==> config.mk <==
export PLATFORM = sky130hd
export DESIGN_NAME = arbiter_root_grant
export DESIGN_NICKNAME = d
export VERILOG_FILES = /design/src/rtl/arbiter_root_grant.sv
export SDC_FILE = /design/constraint.sdc
export NUM_CORES = 1
export LEC_CHECK = 0
export CORE_MARGIN = 3
export CORE_UTILIZATION = 48
export DETAILED_ROUTE_END_ITERATION = 6
export GPL_TIMING_DRIVEN = 0
export PLACE_DENSITY_LB_ADDON = 0.1
export SLEW_MARGIN = 15
export SYNTH_ARGS = -nofsm -noshare
export SYNTH_HDL_FRONTEND = slang
export SYNTH_SLANG_ARGS = --single-unit
==> constraint.sdc <==
create_clock -name clk -period 3.1 [get_ports clk]
set_clock_uncertainty 0.1 [all_clocks]
set_input_delay 0.465 -clock clk [delete_from_list [all_inputs] [get_ports clk]]
set_output_delay 0.465 -clock clk [all_outputs]
set_load 0.005 [all_outputs]
==> src/rtl/arbiter_root_grant.sv <==
`default_nettype none
// ============================================================================
// Module   : arbiter_root_grant
// Brief    : Root grant controller for a tree of two-input round-robin
//            arbiters. Issues a zero-latency grant when downstream is ready
//            and a credit is free, with optional minimum grant spacing,
//            drain mode, overflow detection and a grant counter.
// Revision : 1.0 - initial release
// ============================================================================
module arbiter_root_grant #(
  parameter int CREDITS  = 4,
  parameter int CREDIT_W = $clog2(CREDITS + 1),
  parameter int MIN_GAP  = 0
) (
  input  logic                clk,
  input  logic                rst,
  input  logic                arb_req,
  output logic                arb_grant,
  input  logic                dn_ready,
  output logic                dn_valid,
  input  logic                rsp_valid,
  input  logic                enable,
  output logic [CREDIT_W-1:0] credits_avail,
  output logic                idle,
  output logic                err_overflow,
  output logic [31:0]         grant_count
);

  // Gap counter is sized for the largest legal MIN_GAP (15).
  localparam int                  GAP_W       = 4;
  localparam logic [GAP_W-1:0]    GAP_LOAD    = GAP_W'(MIN_GAP);
  localparam logic [GAP_W-1:0]    GAP_ONE     = GAP_W'(1);
  localparam logic                HAS_GAP     = (MIN_GAP > 0);
  localparam logic [CREDIT_W-1:0] CREDITS_MAX = CREDIT_W'(CREDITS);
  localparam logic [CREDIT_W-1:0] CREDIT_ONE  = CREDIT_W'(1);

  typedef enum logic [1:0] {
    ST_RUN   = 2'd0,
    ST_GAP   = 2'd1,
    ST_DRAIN = 2'd2
  } state_e;

  state_e              state_q,   state_d;
  logic [GAP_W-1:0]    gap_cnt_q, gap_cnt_d;
  logic [CREDIT_W-1:0] credits_q, credits_d;
  logic                err_q,     err_d;
  logic [31:0]         gcnt_q,    gcnt_d;
  logic                w_grant;

  // Grant is purely combinational from registered state; a response in the
  // same cycle cannot enable a grant, and reset kills the grant at once.
  assign w_grant = arb_req & dn_ready & (state_q == ST_RUN) & enable &
                   (credits_q != '0) & ~rst;

  assign arb_grant     = w_grant;
  assign dn_valid      = w_grant;
  assign credits_avail = credits_q;
  assign idle          = (credits_q == CREDITS_MAX) && (state_q != ST_GAP);
  assign err_overflow  = err_q;
  assign grant_count   = gcnt_q;

  // State register and all datapath registers, asynchronously reset.
  always_ff @(posedge clk or posedge rst) begin
    if (rst) begin
      state_q   <= ST_RUN;
      gap_cnt_q <= '0;
      credits_q <= CREDITS_MAX;
      err_q     <= 1'b0;
      gcnt_q    <= '0;
    end else begin
      state_q   <= state_d;
      gap_cnt_q <= gap_cnt_d;
      credits_q <= credits_d;
      err_q     <= err_d;
      gcnt_q    <= gcnt_d;
    end
  end

  // Next-state logic: RUN issues grants, GAP enforces spacing, DRAIN blocks.
  always_comb begin
    state_d   = state_q;
    gap_cnt_d = gap_cnt_q;
    unique case (state_q)
      ST_RUN: begin
        if (!enable) begin
          state_d   = ST_DRAIN;
          gap_cnt_d = '0;
        end else if (w_grant && HAS_GAP) begin
          state_d   = ST_GAP;
          gap_cnt_d = GAP_LOAD;
        end
      end
      ST_GAP: begin
        if (!enable) begin
          state_d   = ST_DRAIN;
          gap_cnt_d = '0;
        end else if (gap_cnt_q <= GAP_ONE) begin
          // Last forced idle cycle; a zero count is treated the same so the
          // machine can never stall in GAP.
          state_d   = ST_RUN;
          gap_cnt_d = '0;
        end else begin
          gap_cnt_d = gap_cnt_q - GAP_ONE;
        end
      end
      ST_DRAIN: begin
        gap_cnt_d = '0;
        if (enable) begin
          state_d = ST_RUN;
        end
      end
      default: begin
        state_d   = ST_RUN;
        gap_cnt_d = '0;
      end
    endcase
  end

  // Credit accounting: grant consumes, response returns, both cancel out.
  // A response with nothing outstanding saturates and flags a sticky error.
  always_comb begin
    credits_d = credits_q;
    err_d     = err_q;
    if (w_grant && !rsp_valid) begin
      credits_d = credits_q - CREDIT_ONE;
    end else if (!w_grant && rsp_valid) begin
      if (credits_q == CREDITS_MAX) begin
        err_d = 1'b1;
      end else begin
        credits_d = credits_q + CREDIT_ONE;
      end
    end
  end

  // Free-running grant statistic, wrapping naturally at 2^32.
  always_comb begin
    gcnt_d = gcnt_q;
    if (w_grant) begin
      gcnt_d = gcnt_q + 32'd1;
    end
  end

endmodule
`default_nettype wire

# Word level (Yosys, flattened, before mapping)
# Cells that the tools add are included.
# totals
regBits	42
inputBits	6
out_inout_bits	39
wordCells	48
# op_classes
add_sub_neg	4
magnitude_cmp	1
n_eq_ne	8
n_mux	12
bitwise	7
reduce_logical	11
# ops
op	count
$add 32x1->32 const B	1
$mux 4	3
$mux 3	3
$mux 2	4
$pmux 4 s2	1
$ne 2x2->1 const B	3
$pmux 2 s3	1
$reduce_and 3->1	2
$and 1x1->1	5
$le 4x1->1 const B	1
$sub 4x1->4 const B	1
$add 3x1->3 const B	1
$eq 3x3->1 const B	1
$logic_and 1x1->1	3
$ne 3x3->1 const B	1
$reduce_bool 3->1	1
$sub 3x1->3 const B	1
$eq 2x1->1 const B	1
$eq 2x2->1 const B	1
$logic_not 1->1	2
$logic_not 2->1	1
$ne 2x1->1 const B	1
$not 1->1	2
$reduce_and 2->1	1
$reduce_bool 2->1	1

# Longest topological paths before layout
# Gate-level depths: netlist (run 1).
# depth
ltp_word	9
depth_mapped	9
mapped_depth_nobuf	9

# Least setup slack after synthesis (run 1)
# No wires, ideal clock.
# synth_timing
path_type	input to register
from	input rst
to	register credits_q[2], in the netlist credits_avail[2]
setup_ns	0.075
t_arrival_ns	2.188
required_ns	2.925
path_slack_ns	0.737
cell_stages	9
path_buffers	0
cell_sequence	nand4b_4 > nor3_4 > ha_1 > inv_1 > fa_1 > nor3_1 > a21oi_1 > nor2_1 > xor2_1
# synth_via
elab_chain_len	6
elab_cells_between_ends	9
cone_classes	1 x eq/ne; 1 x mux; 2 x bitwise; 5 x reduce/logical
# synth_lines
element	line	rtl
from (decl)	16	input logic rst,
$not 1->1 (*)	53	(credits_q != '0) & ~rst;
$and 1x1->1 (*)	53	
via arb_grant	18	output logic arb_grant,
$logic_not 1->1	126	end else if (!w_grant && rsp_valid) begin
$logic_and 1x1->1	126	
$reduce_bool 2->1 (no line)	n/a	
$reduce_and 2->1 (no line)	n/a	
to (signal assigned)	73	credits_q <= credits_d;
to (decl)	45	logic [CREDIT_W-1:0] credits_q, credits_d;
# The timed path passes the listed nets; every way through them passes the cells marked *.
# A chain may end at the register's enable or synchronous reset.

# Worst setup path in the final report (run 1)
# layout_timing
from	input dn_ready
to	output dn_valid
# layout_via
elab_chain_len	5
# layout_lines
element	line	rtl
from (decl)	19	input logic dn_ready,
$and 1x1->1 (4 in series)	52	assign w_grant = arb_req & dn_ready & (state_q == ST_RUN) & enable &
$and 1x1->1	53	
to (decl)	20	output logic dn_valid,
# No other way between the ends.

==> metrics.md, run 1 <==
| Metric | Value |
|---|---|
| Internal power | `880 µW` |
| Buffers added on ports | `44` |
| WL/cell | `14.5 µm` |
| CP endpoint kind | `primary output` |
| Critical path type | `input pin to primary output` |
| CTS sink count | `37` |
| Std-Cell Rows | `21` |
| Largest net degree at the start of global routing | `38` |
| CTS Buf Count | `5` |
| Status | `finished, final reports clean` |
| Post-DP Area | `2300 µm²` |
| Hold path depth | `1` |
| Root buffer cell | `clkbuf_8` |
| Post-Synthesis Cells | `162` |
| Synth Net Count | `172` |
| Worst-Skew Late Latency | `0.28 ns` |
| # IOs | `45` |
| Synth area leader | `dfrtp_1` |
| Synth async-reset ratio | `100%` |
| Sequential Power Share | `48.9%` |
| Ant diodes | `0` |
| Worst vdd ir | `0.000332 V` |
| Maximum fanout along the worst path | `11` |
| Worst R2R Path Depth | `9` |
| Core Region | `3470 µm²` |
| DRC Markers | `0` |
| Post-CTS Hold Buffers | `0` |
| Sequential fraction of the synthesis area | `51.5%` |
| Total grt overflow | `0` |
| Worst EP arrival | `2.32 ns` |
| Cts repair resizes | `0` |
| EDFF count, synth | `0` |
| NetSw | `314 µW` |
| Max-cap viol count | `0` |
| Post-route minimum period | `2.89 ns` |
| Gpl congestion | `0.725` |
| Area of the mapped netlist | `1800 µm²` |
| Final Net Count | `223` |
| Sw Ratio | `26.3%` |
| Initial Utilization | `51.9%` |
| Post-synthesis cell type count | `29` |
| DRT antenna net count | `0` |
| Worst-margin pin slew | `0.755 ns` |
| Total wire length | `3.77 mm` |
| Chip height | `67.2 µm` |
| Critical path required time | `2.53 ns` |
| Synth Register Bits | `37` |
| Count leader, synth | `dfrtp_1` |
| Mean Syn Cell Area | `11.1 µm²` |
| Final setup vio count | `0` |
| Clock share of power | `30.1%` |
| Via count | `1351` |
| Hold Fails Final Rpt | `0` |
| CTS tree | `yes` |
| Clk buf depth | `2` |
| Vias in the first global route | `1367` |
| Initial antenna violation count | `0` |
| Drt pass-1 iters | `4` |
| P_leak | `0.00108 µW` |
| Vias/cell | `5.20` |
| Die width | `67.2 µm` |
| Startpoint Class | `input pin` |
| Top post-synthesis cells by area | `dfrtp_1 (50%), xnor2_1 (10%), xor2_1 (5.8%)` |
| CTS H-tree depth | `2` |
| First-pass GRT wire length | `6.31 mm` |
| Pins over their slew limit | `0` |
| Synth cell count leaders | `dfrtp_1 (36), xnor2_1 (21), nand2_1 (16)` |
| Logic pwr share | `20.9%` |
| Setup TNS | `0 ns` |
| Period utilisation layout | `93.1%` |
| Rel. slew slack | `49.6%` |
| Fmax | `346 MHz` |
| Design area | `2400 µm²` |
| Synth warn | `0` |
| Area Overhead vs Synth | `33.3%` |
| Die area | `4520 µm²` |
| Layout cells sized above 1 | `9.81%` |
| Top cell type's share of synthesized area | `50.1%` |
| DRT iter0 DRCs | `89` |
| Setup bufs post-CTS | `0` |
| RSZ-0062 raised after global routing | `false` |
| Pwr/cell area | `498 nW/µm²` |
| Top_reg_cell synth | `dfrtp_1` |
| Clock transition at path regs | `0.07 ns` |
| Tot GR Track Use | `18.8%` |
| Detailed Place HPWL | `2.79 mm` |
| Hold/Removal Path Class | `flip-flop to flip-flop` |
-- flip-flops by register name, indices dropped and copies added, names as in the netlist --
name           cells
credits_avail      3
state_q            1
err_overflow       1
grant_count       32
-- area by class of cell --
class | instances | area, µm²
clock buffer | 7 | 96.3
tap | 46 | 57.6
timing repair buffer | 44 | 440
fill | 274 | 1070
multi-input combinational | 114 | 825
sequential | 37 | 927
inverter | 7 | 26.3
clock inverter | 1 | 5.00
buffer | 4 | 21.3
-- layout by cell type (no fill, tap or decap), types with 4 or more instances in the layout --
master,count
clkdlybuf4s50_1,44
dfrtp_1,36
xnor2_1,21
nand2_1,16
xor2_1,12
nor2_1,10
nand4_1,10
nand3_1,9
nor3_1,8
clkbuf_8,7
inv_1,6
and3_1,4
-- through the flow --
step	instances	hold WS, ns	total power, µW	utilization, %	setup WS (ns)
global placement	252	0.342	835	66.2	0.0817
global route	260	0.408	1260	69.2	0.0815
CTS	260	0.368	1210	69.2	0.209
detailed placement	252	0.353	850	66.2	0.0118
finish	260	0.364	1190	69.2	0.213
floorplan	162	0.351	711	-	0.737
-- power groups by stage --
stage,Combinational [µW],Clock (µW),Sequential (µW)
4_1_cts,256,370,585
5_1_grt,282,387,593
3_3_place_gp,244,0,591
3_5_place_dp,254,0,595
2_1_floorplan,121,0,590
6_report,250,360,584
-- final timing paths --
check                                 start          endpoint  slack, ns
setup / recovery                   dn_ready          dn_valid       0.21
hold reg to reg                err_overflow      err_overflow       0.36
min in group asynchronous               rst   grant_count[17]       0.57
setup reg to reg           credits_avail[2]  credits_avail[2]       0.54
hold / removal                 err_overflow      err_overflow       0.36
max in group asynchronous               rst   grant_count[26]       1.84
-- critical path, cell delays in order --
cell and delay, ns:
clkdlybuf4s50_1 0.52, nand4b_4 0.14, nor3_4 0.51, buf_4 0.20
clkdlybuf4s50_1 0.49
-- routing by layer --
metal / routed length (µm) / track usage [%] / up-vias
met2: 1890 / 31.4 / 35
li1: - / - / 656
met1: 1710 / 24.1 / 658
met4: 17 / 3.80 / 0
met5: 0 / 0 / -
met3: 145 / 5.99 / 2
-- cell families (layout without fill, tap and decap cells) --
kind of cell    Yosys count  in the layout  share of synthesized area [%]
simple gates             72             72                           24.4
flops                    37             37                           51.5
xor+xnor                 33             33                           16.1
buf+inv                  11             63                           2.64
fa+ha+maj                 4              4                           3.20
compound gates            4              4                           1.53
mux                       1              1                          0.626
Power figures use the tool's default switching activity.
==> inputs of run 2 (changes only) <==
Settings changed: CAP_MARGIN set to 40, MAX_ROUTING_LAYER set to met4.
==> run 2 against run 1 <==
Effect of this change: maximum frequency barely moved; core utilization did not move; sequential share of layout area did not move; global-route usage rose by 0.55 points; critical path depth did not move; final cell count did not move; register-to-register slack barely moved; flip-flop and latch count did not move; final area did not move; highest routed layer unchanged.
==> metrics.md, run 2 (same netlist as run 1, synthesis figures left out) <==
| Metric | Value |
|---|---|
| Status | `finished, final reports clean` |
| Critical path required time | `2.53 ns (about the same)` |
| Std-Cell Rows | `21 (unchanged)` |
| Initial Utilization | `51.9% (unchanged)` |
| Layout cells sized above 1 | `9.81% (unchanged)` |
| DRT antenna net count | `0 (unchanged)` |
| Area Overhead vs Synth | `33.3% (unchanged)` |
| RSZ-0062 raised after global routing | `false` |
| Most common cell after layout, fill and taps aside | `clkdlybuf4s50_1` |
| Clk buf depth | `2 (unchanged)` |
| Die area | `4520 µm² (unchanged)` |
| Root buffer cell | `clkbuf_8` |
| Pins over their slew limit | `0 (unchanged)` |
| CP endpoint kind | `primary output` |
| Max-cap viol count | `0 (unchanged)` |
| Setup TNS | `0 ns (unchanged)` |
| Gpl congestion | `0.734 (+1.2%)` |
| Total grt overflow | `0 (unchanged)` |
| Setup crit start | `dn_ready` |
| Worst-margin pin slew | `0.750 ns (-0.00482 ns)` |
| Initial antenna violation count | `0 (unchanged)` |
| Fmax | `347 MHz (about the same)` |
| Worst hold slack | `0.364 ns (+0.0000250 ns)` |
| Die width | `67.2 µm (unchanged)` |
| WL/cell | `14.5 µm (+0.24%)` |
| Total wire length | `3.78 mm (+0.24%)` |
| Via count | `1352 (+0.074%)` |
| R2R Path Start | `credits_avail[2]` |
| # IOs | `45 (unchanged)` |
| Max reg flops | `32 (unchanged)` |
| Critical path type | `input pin to primary output` |
| Pwr Total | `1200 µW (+0.11%)` |
| FF-to-FF End | `credits_avail[2]` |
| CTS sink count | `37 (unchanged)` |
| Vias/cell | `5.20 (about the same)` |
| Worst hold path endpoint | `err_overflow` |
| Final Net Count | `223 (unchanged)` |
| CTS tree | `yes` |
| Core Region | `3470 µm² (unchanged)` |
| P_leak | `0.00108 µW (unchanged)` |
| Detailed Place HPWL | `2.79 mm (unchanged)` |
| Chip height | `67.2 µm (unchanged)` |
| First-pass GRT wire length | `6.32 mm (+0.11%)` |
| Startpoint Class | `input pin` |
| Clock transition at path regs | `0.07 ns (about the same)` |
| Largest net degree at the start of global routing | `38 (unchanged)` |
| Hold Fails Final Rpt | `0 (unchanged)` |
| Setup bufs post-CTS | `0 (unchanged)` |
| Rel. slew slack | `49.9% (+0.32 points)` |
| Most frequent cells in the layout | `clkdlybuf4s50_1 (44), dfrtp_1 (36), xnor2_1 (21)` |
| DRT iter0 DRCs | `78 (-12%)` |
| Post-route minimum period | `2.89 ns (-0.00161 ns)` |
| Worst-Skew Late Latency | `0.29 ns (about the same)` |
| Pwr/cell area | `498 nW/µm² (+0.11%)` |
| Post-CTS Hold Buffers | `0 (unchanged)` |
| Min-delay src | `err_overflow` |
| Reg area | `927 µm² (unchanged)` |
| Worst vdd ir | `0.000332 V (about the same)` |
| Cts repair resizes | `0 (unchanged)` |
| Tot GR Track Use | `19.4% (+0.55 points)` |
| Design area | `2400 µm² (unchanged)` |
| Worst EP arrival | `2.32 ns (about the same)` |
| Buffers added on ports | `44 (unchanged)` |
| Reg-to-reg slack, setup | `0.54 ns (about the same)` |
| Hold/Removal Path Class | `flip-flop to flip-flop` |
| Area of the multi-input gates | `825 µm² (unchanged)` |
| CTS Buf Count | `5 (unchanged)` |
| Post-DP Area | `2300 µm² (unchanged)` |
| Maximum fanout along the worst path | `11 (unchanged)` |
| Vias in the first global route | `1368 (+0.073%)` |
| Worst R2R Path Depth | `9 (unchanged)` |
| Hold path depth | `1 (unchanged)` |
| Drt pass-1 iters | `4 (unchanged)` |
| Period utilisation layout | `93.1% (about the same)` |
| Final setup vio count | `0 (unchanged)` |
| CTS H-tree depth | `2 (unchanged)` |
| DRC Markers | `0 (unchanged)` |
| Ant diodes | `0 (unchanged)` |
| Fill count | `274 (unchanged)` |
## run 2: cell counts in the layout (fill, tap and decap cells not counted)
No cell type changed its count.
## run 2: worst max-delay path, cell delays in order
cell and delay (ns):
clkdlybuf4s50_1 0.52, nand4b_4 0.14, nor3_4 0.51, buf_4 0.20
clkdlybuf4s50_1 0.49
## run 2: layer usage
metal / vias to the layer above / global-route usage [%] / part of all wire, %
met4: 0 / 3.80 / 0.48
met2: 35 / 31.4 / 50
met3: 2 / 5.99 / 4.4
met5: - / - / 0
li1: 653 / - / -
met1: 662 / 24.1 / 45
## run 2: power breakdown
group	internal (µW)	switching, µW	total, µW
registers	532	52.0	584
clock network	201	160	361
logic	147	103	250
## run 2: worst max path at each step
stage / end / slack [ns] / cells past startpoint
3_3_place_gp: credits_avail[2] / 0.08 / 10
3_5_place_dp: credits_avail[2] / 0.01 / 10
6_report: dn_valid / 0.21 / 5
2_1_floorplan: credits_avail[2] / 0.74 / 9
5_1_grt: dn_valid / 0.08 / 5
4_1_cts: dn_valid / 0.21 / 5
## run 2: cell type report
type,instances,area share [%]
flip-flops and latches,37,38.7
multi-input cells,114,34.4
repair buffers,44,18.4
clock buffers,7,4.02
well taps,46,2.40
inverters,7,1.10
plain buffers,4,0.887
clock inverters,1,0.209
## run 2: per-stage QoR
step / utilization, % / setup WS (ns) / std cells
after detailed placement: 66.2 / 0.0118 / 252
after global routing: 69.2 / 0.0815 / 260
after global placement: 66.2 / 0.0817 / 252
after CTS: 69.2 / 0.209 / 260
final: 69.2 / 0.214 / 260
after floorplan: - / 0.737 / 162
